### config.mk
export PLATFORM = sky130hd
export DESIGN_NAME = muldiv_unit_flat
export DESIGN_NICKNAME = d
export VERILOG_FILES = /design/src/rtl/muldiv_unit_if.sv /design/src/rtl/muldiv_unit.sv /design/src/flat_wrapper.sv
export SDC_FILE = /design/constraint.sdc
export NUM_CORES = 1
export LEC_CHECK = 0
export CORE_MARGIN = 2
export CORE_UTILIZATION = 30
export CTS_CLUSTER_DIAMETER = 150
export DETAILED_ROUTE_END_ITERATION = 10
export PLACE_DENSITY = 0.49
export SLEW_MARGIN = 20
export SYNTH_ARGS = -nofsm -noshare
export SYNTH_HDL_FRONTEND = slang
export SYNTH_SLANG_ARGS = --single-unit
### constraint.sdc
create_clock -name clk -period 6.2 [get_ports clk]
set_input_delay 1.24 -clock clk [delete_from_list [all_inputs] [get_ports clk]]
set_output_delay 1.24 -clock clk [all_outputs]
set_load 0.01 [all_outputs]
### src/rtl/muldiv_unit_if.sv
// Request/response bundle between the core and the multiply/divide unit.
interface muldiv_unit_if;
  logic        start;
  logic [1:0]  op;
  logic [31:0] a;
  logic [31:0] b;
  logic        mthi;
  logic        mtlo;
  logic        busy;
  logic        done;
  logic [31:0] hi;
  logic [31:0] lo;

  modport master (output start, op, a, b, mthi, mtlo, input busy, done, hi, lo);
  modport slave  (input start, op, a, b, mthi, mtlo, output busy, done, hi, lo);
endinterface

### src/rtl/muldiv_unit.sv
// Iterative 32-cycle shift-add multiplier / restoring divider owning HI/LO.
module muldiv_unit #(
  parameter int ITER = 32
) (
  input  logic          clk,
  input  logic          rst,
  muldiv_unit_if.slave  bus
);
  localparam int CW = $clog2(ITER);

  typedef enum logic [1:0] {IDLE, RUN, FIX} state_t;

  state_t         state;
  logic [CW-1:0]  cnt;
  logic [63:0]    p;      // mult: {partial, multiplier}; div: {remainder, quotient}
  logic [31:0]    d;      // mult: multiplicand magnitude; div: divisor magnitude
  logic           sa, sb, is_div, dz;
  logic           busy_q, done_q;
  logic [31:0]    hi_q, lo_q;

  // operand magnitudes; op[0]==0 selects the signed variants
  logic        sgn_op;
  logic [31:0] amag, bmag;
  assign sgn_op = ~bus.op[0];
  assign amag   = (sgn_op & bus.a[31]) ? -bus.a : bus.a;
  assign bmag   = (sgn_op & bus.b[31]) ? -bus.b : bus.b;

  logic [32:0] madd;
  logic [63:0] mul_step;
  assign madd     = {1'b0, p[63:32]} + {1'b0, (p[0] ? d : 32'h0)};
  assign mul_step = {madd, p[31:1]};

  logic [32:0] dtry, dsub;
  logic        ge;
  logic [63:0] div_step;
  assign dtry     = {p[63:32], p[31]};
  assign dsub     = dtry - {1'b0, d};
  assign ge       = ~dsub[32];
  assign div_step = {(ge ? dsub[31:0] : dtry[31:0]), p[30:0], ge};

  // sign correction applied once at the end; divide-by-zero forces an all-ones quotient
  logic [63:0] prod_s;
  logic [31:0] q_s, r_s, res_hi, res_lo;
  assign prod_s = (sa ^ sb) ? -p : p;
  assign q_s    = (sa ^ sb) ? -p[31:0] : p[31:0];
  assign r_s    = sa ? -p[63:32] : p[63:32];
  assign res_hi = is_div ? r_s : prod_s[63:32];
  assign res_lo = is_div ? (dz ? 32'hFFFF_FFFF : q_s) : prod_s[31:0];

  always_ff @(posedge clk) begin
    if (rst) begin
      state  <= IDLE;
      cnt    <= '0;
      p      <= '0;
      d      <= '0;
      sa     <= 1'b0;
      sb     <= 1'b0;
      is_div <= 1'b0;
      dz     <= 1'b0;
      busy_q <= 1'b0;
      done_q <= 1'b0;
      hi_q   <= '0;
      lo_q   <= '0;
    end else begin
      done_q <= 1'b0;
      case (state)
        IDLE: begin
          if (bus.start) begin
            sa     <= sgn_op & bus.a[31];
            sb     <= sgn_op & bus.b[31];
            is_div <= bus.op[1];
            dz     <= bus.op[1] & (bus.b == 32'h0);
            p      <= {32'h0, (bus.op[1] ? amag : bmag)};
            d      <= bus.op[1] ? bmag : amag;
            cnt    <= '0;
            busy_q <= 1'b1;
            state  <= RUN;
          end else begin
            if (bus.mthi) hi_q <= bus.a;
            if (bus.mtlo) lo_q <= bus.a;
          end
        end
        RUN: begin
          p   <= is_div ? div_step : mul_step;
          cnt <= cnt + 1'b1;
          if (cnt == CW'(ITER - 1)) state <= FIX;
        end
        FIX: begin
          hi_q   <= res_hi;
          lo_q   <= res_lo;
          done_q <= 1'b1;
          busy_q <= 1'b0;
          state  <= IDLE;
        end
        default: state <= IDLE;
      endcase
    end
  end

  assign bus.busy = busy_q;
  assign bus.done = done_q;
  assign bus.hi   = hi_q;
  assign bus.lo   = lo_q;
endmodule

### src/flat_wrapper.sv
// flat-port wrapper written by rule: the top's interface ports become plain ports
module muldiv_unit_flat 
#(
  parameter int ITER = 32
)
  (clk, rst, bus_start, bus_op, bus_a, bus_b, bus_mthi, bus_mtlo, bus_busy, bus_done, bus_hi, bus_lo);
  muldiv_unit_if bus_i ();
  input  logic clk;
  input  logic rst;
  input wire logic [$bits(bus_i.start)-1:0] bus_start;
  input wire logic [$bits(bus_i.op)-1:0] bus_op;
  input wire logic [$bits(bus_i.a)-1:0] bus_a;
  input wire logic [$bits(bus_i.b)-1:0] bus_b;
  input wire logic [$bits(bus_i.mthi)-1:0] bus_mthi;
  input wire logic [$bits(bus_i.mtlo)-1:0] bus_mtlo;
  output wire logic [$bits(bus_i.busy)-1:0] bus_busy;
  output wire logic [$bits(bus_i.done)-1:0] bus_done;
  output wire logic [$bits(bus_i.hi)-1:0] bus_hi;
  output wire logic [$bits(bus_i.lo)-1:0] bus_lo;
  assign bus_i.start = bus_start;
  assign bus_i.op = bus_op;
  assign bus_i.a = bus_a;
  assign bus_i.b = bus_b;
  assign bus_i.mthi = bus_mthi;
  assign bus_i.mtlo = bus_mtlo;
  assign bus_busy = bus_i.busy;
  assign bus_done = bus_i.done;
  assign bus_hi = bus_i.hi;
  assign bus_lo = bus_i.lo;
  muldiv_unit #(.ITER(ITER)) u_core (.clk(clk), .rst(rst), .bus(bus_i));
endmodule
* Yosys cells after proc, flatten, opt, wreduce, memory -nomap -nowiden
Cells that the tools add are included.
** Word-level totals
- Output and inout port bits :: 66
- Input bits :: 71
- Flip-flop bits (word level) :: 173
- Word-level logic and storage cells :: 73
** Operators by class
- Bitwise operators :: 6
- Add/sub/neg operators :: 8
- Multiplexer cells :: 29
- Equal/unequal tests :: 8
- Reduce and logical (&&, ||, !) cells :: 10
** Operators with widths (count)
- 2-to-1 mux 32 bit :: 15
- 2-to-1 mux 64 bit :: 3
- negation 32 bit :: 4
- case mux 32 bit (2 select lines) :: 2
- case mux 64 bit (2 select lines) :: 1
- negation 64 bit :: 1
- adder 32 x 32 -> 33 bit :: 1
- subtractor 33 x 32 -> 33 bit :: 1
- logical NOT 32 bit :: 1
- case mux 5 bit (2 select lines) :: 1
- inequality test 2 bit, second input constant :: 4
- AND reduction 2 bit :: 4
- AND reduction 3 bit :: 2
- adder 5 x 1 -> 5 bit, second input constant :: 1
- equality test 5 bit, second input constant :: 1
- 2-to-1 mux 5 bit :: 1
- 2-to-1 mux 2 bit :: 2
- case mux 2 bit (2 select lines) :: 1
- nonzero test 2 bit :: 2
- AND 1 bit :: 3
- equality test 2 x 1 -> 1 bit, second input constant :: 1
- equality test 2 bit, second input constant :: 1
- logical NOT 2 bit :: 1
- 2-to-1 mux 1 bit :: 2
- other kinds (4) :: 5

* Depth between registers and ports, before layout
Gate-level depths: netlist of run 1.
- Depth after elaboration :: 6
- Mapped depth :: 16
- Mapped depth without buffers :: 15

* Least setup slack after synthesis of run 1
Ideal clock, no wire load.
- Path type :: input to register
- Start point :: input bus_a[10]
- End point :: register u_core.p[30]
- Data arrival time :: 3.567 ns
- Cell stages on the path :: 11
- Buffers on the path :: 1
- Slack :: 2.538 ns
- Cells stage by stage :: clkbuf_1 -> nor4_1 -> nor4b_1 -> nand3_1 -> nor4_1 -> nand2_1 -> o41ai_1 -> xor2_1 -> nand2_1 -> o211ai_1 -> a221oi_1
** On the way
- Longest elaborated chain between the ends :: 5
** RTL lines
- from (decl) :: RTL line flat_wrapper.sv:12 : input wire logic [$bits(bus_i.a)-1:0] bus_a;
- negation 32 bit :: RTL line muldiv_unit.sv:25 : assign amag = (sgn_op & bus.a[31]) ? -bus.a : bus.a;
- 2-to-1 mux 32 bit :: RTL line muldiv_unit.sv:25
- 2-to-1 mux 32 bit :: RTL line muldiv_unit.sv:73 : p <= {32'h0, (bus.op[1] ? amag : bmag)};
- 2-to-1 mux 64 bit :: RTL line muldiv_unit.sv:68 : if (bus.start) begin
- case mux 64 bit (2 select lines) :: RTL line muldiv_unit.sv:66 : case (state)
- to (signal assigned) :: RTL line muldiv_unit.sv:73
- to (signal assigned) :: RTL line muldiv_unit.sv:84 : p <= is_div ? div_step : mul_step;
- to (decl) :: RTL line muldiv_unit.sv:15 : logic [63:0] p;
No other way between the ends. The select of a mux whose other input is x is not followed.
A chain may end at the register's enable or synchronous reset.

* Worst setup path in the final report of run 1
- Start point :: register u_core.p[0]
- End point :: register u_core.p[62]
** On the way
- Longest elaborated chain between the ends :: 4
** RTL lines
- 2-to-1 mux 32 bit :: RTL line muldiv_unit.sv:30 : assign madd = {1'b0, p[63:32]} + {1'b0, (p[0] ? d : 32'h0)};
- adder 32 x 32 -> 33 bit :: RTL line muldiv_unit.sv:30
- 2-to-1 mux 64 bit :: RTL line muldiv_unit.sv:84
- case mux 64 bit (2 select lines) :: RTL line muldiv_unit.sv:66
No other way between the ends.

==> summary.txt, run 1 <==
CTS
  – Hold bufs inserted after CTS: 0
  – Post-CTS Repair Setup Buffers: 0
  – CTS tree: built
  – Root buf cell: clkbuf_16
  – Clock sink count: around 170
  – Clock-pin transition on the worst setup and hold timing paths: approximately 0.080 ns
  – H-tree levels: 4
  – Clock Latency Late Sink: 0.47 ns
  – Cts repair resizes: 0
  – CTS Buf Count: 17
  – Worst-case clock buffer depth: 2

Pwr
  – Power Total: 3.50 mW
  – Peak VDD IR: 0.000174 V
  – Static leakage: around 6.4 nW
  – Power density cells: 211 nW/um^2

Global route
  – Top Usage Layer GRT: met2
  – First-pass GRT wire length: 89500 um
  – Overall Global Routing Usage: 0.239
  – Largest net degree at the start of global routing: 85
  – Overflow after GRT: 0
  – Initial antenna violation count: 1
  – Met2 Usage GRT: 0.387
  – Vias in the first global route: 13900
  – GR Util met1: 0.329
  – GR Util met3: 0.0339

Synth
  – Synth top area cells: dfxtp_1 24%, xnor2_1 6.7%, ha_1 6.2%
  – Synth unique cells: 75
  – Largest area contributor in the netlist: dfxtp_1
  – Post-synth ARST share: 0
  – Post-synth EDFFs: 0
  – Sequential fraction of the synthesis area: 0.245
  – Synthesis warning total: 0
  – Syn Std Cell Area: 14100 sq um
  – Mux share of post-synthesis cell area: 0.0398
  – Largest family of logic cells by synthesized area: compound AO/OA/AOI/OAI gates
  – Xor-xnor portion of the synthesized cell area: 0.109
  – Mapped Cells: 1871
  – Flop and latch count out of synthesis: 173
  – Synth Area per Inst: 7.56 sq um
  – Simple-Gate Fraction of Synth Area: 0.187
  – Syn Nets: between 2000 and 2500
  – Dominant synthesized flop cell: dfxtp_1
  – Adder-Cell Fraction of Synth Area: 0.0647
  – Share of the synthesized area in the top cell type: 0.245
  – Synth Area in Compound Gates: 0.302

Timing
  – Setup ws final: 1.67 ns
  – Setup-failing EPs final: 0
  – Final hold violation count: 0
  – Minimum clock period: 4.53 ns
  – Worst Tran Pin Value: around 1.0 ns
  – Setup TNS: 0 ns
  – Peak Freq: 221 MHz
  – Final period utilization: 0.730
  – Slew margin rel.: 0.307
  – Worst Skew: 0.0155 ns
  – Max Slew Vio Count: 0
  – RSZ-0062 raised after global routing: no

Run status
  – Outcome: completed

Floorplan
  – Starting density of the core: 0.304
  – Die Width: ~220 um
  – I/O Pins: between 100 and 150
  – Core Region: 46600 sq um
  – Die Area: 48900 sq um
  – Die Y: 221 um
  – Cell row count: 79

Layout
  – NumNets Final: between 2000 and 2500
  – Layout fillers: about 4900
  – Final Cell Area: 16600 sq um
  – Layout cell share with drive strength beyond 1: 0.0491
  – Layout overhead on the synthesized area: 17.2%
  – # diodes: 0

Drt
  – Vias/cell: 5.81
  – DRC: 0
  – Routed wire per std cell: about 24 um
  – Total iterations of the first detailed-routing run: 9
  – Final ANT Viol Nets: 0
  – Vias post-DR: 14800
  – DR iter-0 viols: 1740
  – DRT Wirelength: 60200 um

Critical path
  – Critical Path AT: 4.84 ns
  – CP Max Fanout: 18
  – Critical-path cell with the highest stage delay: inv_1
  – CP Capture Type: flop
  – Worst-path cell chain: inv_1, buf_4, nor2_1, ha_1, a21o_1, a21o_1, a21o_1, a221oi_1, o21ai_0, a211oi_1, o21ai_0, a211oi_1, xnor2_1, a22oi_1, o21ai_0
  – CP max stage delay: 0.59 ns
  – Top delay family on crit path: compound AO/OA/AOI/OAI gates
  – Crit start category: flop
  – Worst path bufs/invs: 2
  – CP Data Required Time: 6.51 ns
  – Crit Path Class: reg -> reg

Run
  – Total of max-cap violations: 0

Place
  – Hpwl dp: 46100 um
  – Pre-CTS setup slack: roughly 1.3 ns
  – DP Area: ~16000 sq um
  – Port buffer count: 136
  – Placer Congestion: 0.902

Min path
  – Min-delay worst type: reg -> reg
-- metrics by stage --
stage,std cells,hold WS [ns],utilization
CTS,2542,0.454,0.356
global route,2542,0.474,0.356
floorplan,1871,0.429,-
global placement,2510,0.443,0.344
finish,2542,0.455,0.356
detailed placement,2510,0.446,0.344
-- registers in the layout, summed over array words and instances (netlist names) --
| signal | count |
|---|---|
| u_core.bus.busy | 1 |
| u_core.bus.done | 1 |
| u_core.bus.hi | 32 |
| u_core.bus.lo | 32 |
| u_core.cnt | 5 |
| u_core.d | 32 |
| u_core.dz | 1 |
| u_core.is_div | 1 |
| u_core.p | 64 |
| u_core.sa | 1 |
| u_core.sb | 1 |
| u_core.state | 2 |
-- cell families after synthesis --
family          Yosys count
buf+inv                 196
flops                   173
xor+xnor                176
mux                      56
compound gates          639
fa+ha+maj                72
simple gates            559
-- power by group --
| part | leakage, nW | internal, mW | switching, mW |
|---|---|---|---|
| Combinational | 4.66 | 0.431 | 0.666 |
| Sequential | 1.41 | 1.18 | 0.0975 |
| Clock | 0.286 | 0.586 | 0.543 |
-- worst reg2reg max path, stage by stage (launching register included) --
cell and delay (ns):
dfxtp_1 0.39, inv_1 0.59, buf_4 0.36, nor2_1 0.07
ha_1 0.34, a21o_1 0.19, a21o_1 0.18, a21o_1 0.20
a221oi_1 0.32, o21ai_0 0.28, a211oi_1 0.53, o21ai_0 0.26
a211oi_1 0.32, xnor2_1 0.10, a22oi_1 0.13, o21ai_0 0.10
-- per-layer routing --
| metal | vias up | routed length, um |
|---|---|---|
| met5 | - | 0 |
| met4 | 0 | 1620 |
| met3 | 66 | 3510 |
| met2 | 483 | 27800 |
| met1 | 7248 | 27200 |
| li1 | 6983 | - |
-- area by class of cell --
cell class	count	area, sq um	area share
clock buffer	20	457	0.0275
clock inverter	12	123	0.00739
inverter	64	240	0.0145
multi-input combinational	1502	9980	0.602
sequential	173	3460	0.209
tap	607	759	0.0458
timing repair buffer	164	1560	0.0943
-- worst paths after layout --
| kind | start | to | slack [ns] | cells past startpoint |
|---|---|---|---|---|
| worst max-delay path | u_core.p[0] | u_core.p[62] | 1.67 | 15 |
| worst min-delay path | u_core.d[3] | u_core.d[3] | 0.45 | 2 |
| worst max register to register | u_core.p[0] | u_core.p[62] | 1.67 | 15 |
| worst min register to register | u_core.d[3] | u_core.d[3] | 0.45 | 2 |
-- synthesized netlist by cell type, drive strengths merged, types with 19 or more instances --
library cell,n
dfxtp,173
ha,70
a31oi,20
a21o,32
a22oi,45
xnor2,108
or3,19
nand2b,29
xor2,68
a211oi,64
nor4,19
o211ai,30
a222oi,36
clkbuf,112
nor2,209
buf,20
inv,63
nor3,40
o31ai,20
a21oi,164
o21ai,127
nand3,25
mux2i,54
nand2,143
-- cell usage in the layout, fill, tap and decap left out, types with 30 or more instances in the layout --
| cell type | count |
|---|---|
| a22oi_1 | 45 |
| o211ai_1 | 30 |
| clkdlybuf4s50_1 | 134 |
| o21ai_0 | 118 |
| nor2_1 | 208 |
| a21o_1 | 32 |
| nor3_1 | 38 |
| a21oi_1 | 164 |
| a222oi_1 | 36 |
| xor2_1 | 67 |
| dfxtp_1 | 172 |
| ha_1 | 70 |
| inv_1 | 63 |
| xnor2_1 | 108 |
| mux2i_1 | 54 |
| a211oi_1 | 64 |
| nand2_1 | 141 |
Power figures use the tool's default switching activity.
==> run 2: changes to the inputs <==
==> constraint.sdc (replaced) <==
create_clock -name clk -period 4.2 [get_ports clk]
set_input_delay 0.84 -clock clk [delete_from_list [all_inputs] [get_ports clk]]
set_output_delay 0.84 -clock clk [all_outputs]
set_load 0.01 [all_outputs]
==> summary.txt, run 2 (same netlist as run 1, synthesis figures left out) <==
Floorplan
  – Core Region: 46600 sq um (unchanged)
  – Die Area: 48900 sq um (unchanged)
  – Die Width: 221 um (unchanged)
  – Starting density of the core: 0.304 (unchanged)
  – Die Y: 221 um (unchanged)
  – I/O Pins: 137 (unchanged)
  – Cell row count: 79 (unchanged)

Drt
  – Vias/cell: 5.77 (-0.78%)
  – Highest routed layer: met5
  – DR iter-0 viols: 1676 (-3.7%)
  – Vias post-DR: 15100 (+2.4%)
  – Routed wire per std cell: 23.5 um (-0.81%)
  – DRT Wirelength: 61600 um (+2.3%)
  – DRC: 0 (unchanged)
  – Routed length on met2: 28100 um (+1.0%)
  – Final ANT Viol Nets: 0 (unchanged)
  – Wl on met1: 26800 um (-1.5%)
  – Met3 Wirelength: 4400 um (+25%)
  – Total iterations of the first detailed-routing run: 8 (-1)

Place
  – Placer Congestion: 0.934 (+3.6%)
  – Port buffer count: 136 (unchanged)
  – Hpwl dp: 47800 um (+3.7%)
  – Inst Count DP: 2591 (+3.2%)

Timing
  – Final hold violation count: 0 (unchanged)
  – Final period utilization: 0.905 (+0.175)
  – Worst Skew: 0.0122 ns (-0.00333 ns)
  – Slew margin rel.: 0.308 (+0.00136)
  – Minimum clock period: 3.80 ns (-0.727 ns)
  – Peak Freq: 263 MHz (+19%)
  – Setup TNS: 0 ns (unchanged)
  – Max Slew Vio Count: 0 (unchanged)
  – Worst Tran Pin Value: 1.04 ns (-0.00117 ns)
  – Setup-failing EPs final: 0 (unchanged)
  – RSZ-0062 raised after global routing: no

Pwr
  – Peak VDD IR: 0.000271 V (+56%)
  – Power density cells: 305 nW/um^2 (+45%)
  – Static leakage: 6.78 nW (+6.5%)
  – Switching power: 1.89 mW (+45%)
  – Comb pwr share: 0.324 (+0.011)
  – Clock Power Share: 0.321 (-0.002)
  – Sw Share: 0.361 (-0.0129)
  – Sequential power share: 0.354 (-0.010)
  – Internal power: 3.36 mW (+53%)
  – Power Total: 5.25 mW (+50%)

Critical path
  – CP Max Fanout: 5 (-13)
  – Critical Path AT: 4.16 ns (-0.68 ns)
  – Crit Path Class: reg -> reg
  – CP Data Required Time: 4.56 ns (-1.95 ns)
  – CP Capture Type: flop
  – Crit start category: flop

Global route
  – Overflow after GRT: 0 (unchanged)
  – Initial antenna violation count: 1 (unchanged)
  – Largest net degree at the start of global routing: 86 (+1.2%)
  – Overall Global Routing Usage: 0.244 (+0.00541)
  – First-pass GRT wire length: 91300 um (+2.0%)
  – Vias in the first global route: 14500 (+4.3%)

CTS
  – CTS Buf Count: 17 (unchanged)
  – H-tree levels: 4 (unchanged)
  – CTS tree: built
  – Root buf cell: clkbuf_16
  – Post-CTS Repair Setup Buffers: 0 (unchanged)
  – Worst-case clock buffer depth: 2 (unchanged)
  – Cts repair resizes: 0 (unchanged)
  – Clock sink count: 173 (unchanged)
  – Hold bufs inserted after CTS: 0 (unchanged)
  – Clock-pin transition on the worst setup and hold timing paths: 0.07 ns (about the same)
  – Clock Latency Late Sink: 0.47 ns (about the same)

Layout
  – Commonest non-fill, non-tap cell in the layout: nor2_1
  – Layout overhead on the synthesized area: 21.7%
  – # diodes: 0 (unchanged)
  – FF+latch area: 3460 sq um (unchanged)
  – Multi-input logic area: 9970 sq um (about the same)
  – Final Util: 0.370 (+0.0138)
  – Final std cells w/o fill: 2623 (+3.2%)
  – Max reg flops: 64 (unchanged)
  – Biggest register: u_core.p
  – Most frequent cells in the layout: 208 x nor2_1, 172 x dfxtp_1, 164 x a21oi_1
  – Layout cell share with drive strength beyond 1: 0.0863 (+0.0372)
  – Layout fillers: 4923 (-0.26%)
  – NumNets Final: 2146 (+3.9%)

Min path
  – Min-delay worst type: reg -> reg

Run
  – Total of max-cap violations: 0 (unchanged)

Run status
  – Outcome: completed
run 2: cell types whose count changed in the layout (fill, tap and decap cells not counted):
cell	delta
buf_4	+79
clkbuf_1	+1
clkbuf_8	+2
clkinvlp_4	+1
inv_8	-2
xor2_1	+1
xor2_2	-1
buf_12	+2
bufinv_16	+1
clkinv_2	+1
inv_6	-4
run 2: final cells by class:
class / instances / share of cell area
repair buffers: 245 / 0.128
well taps: 607 / 0.0441
inverters: 64 / 0.0139
clock buffers: 23 / 0.0283
flip-flops and latches: 173 / 0.201
multi-input cells: 1502 / 0.579
clock inverters: 9 / 0.00625
run 2: power by group through the flow:
stage	clock, mW	sequential [mW]	combinational (mW)
3_5_place_dp	0	1.89	1.67
6_report	1.69	1.86	1.70
4_1_cts	1.71	1.86	1.68
5_1_grt	1.77	1.87	1.84
3_3_place_gp	0	1.89	1.66
2_1_floorplan	0	1.85	1.08
run 2: per-stage QoR:
stage / hold slack [ns] / worst slack (ns) / instance area, sq um
6_report: 0.452 / 0.398 / 17200
5_1_grt: 0.467 / 0.0261 / 17200
4_1_cts: 0.454 / 0.447 / 17200
3_5_place_dp: 0.446 / 0.326 / 16600
3_3_place_gp: 0.440 / 0.415 / 16600
2_1_floorplan: 0.429 / 0.692 / 14100
run 2: final timing paths:
check	from	endpoint	slack, ns	depth (start not counted)
max	u_core.p[0]	u_core.p[59]	0.40	16
min	u_core.d[3]	u_core.d[3]	0.45	2
max reg2reg	u_core.p[0]	u_core.p[59]	0.40	16
min reg2reg	u_core.d[3]	u_core.d[3]	0.45	2
run 2: critical path, cell delays in order, from the launching register on:
cell,delay (ns)
dfxtp_1,0.33
buf_4,0.15
and2_1,0.13
ha_1,0.19
inv_1,0.07
fa_1,0.37
nand2b_1,0.20
a21oi_1,0.25
o21a_1,0.34
o21a_1,0.24
a21oi_1,0.14
o31ai_1,0.45
xnor2_1,0.23
nor3_1,0.08
a31oi_1,0.18
o22ai_1,0.09
a31o_2,0.25
run 2: layer usage:
metal | global-route usage | vias to the layer above
li1 | - | 7172
met1 | 0.326 | 7309
met3 | 0.0451 | 91
met5 | 0 | -
met2 | 0.391 | 558
met4 | 0.0918 | 2
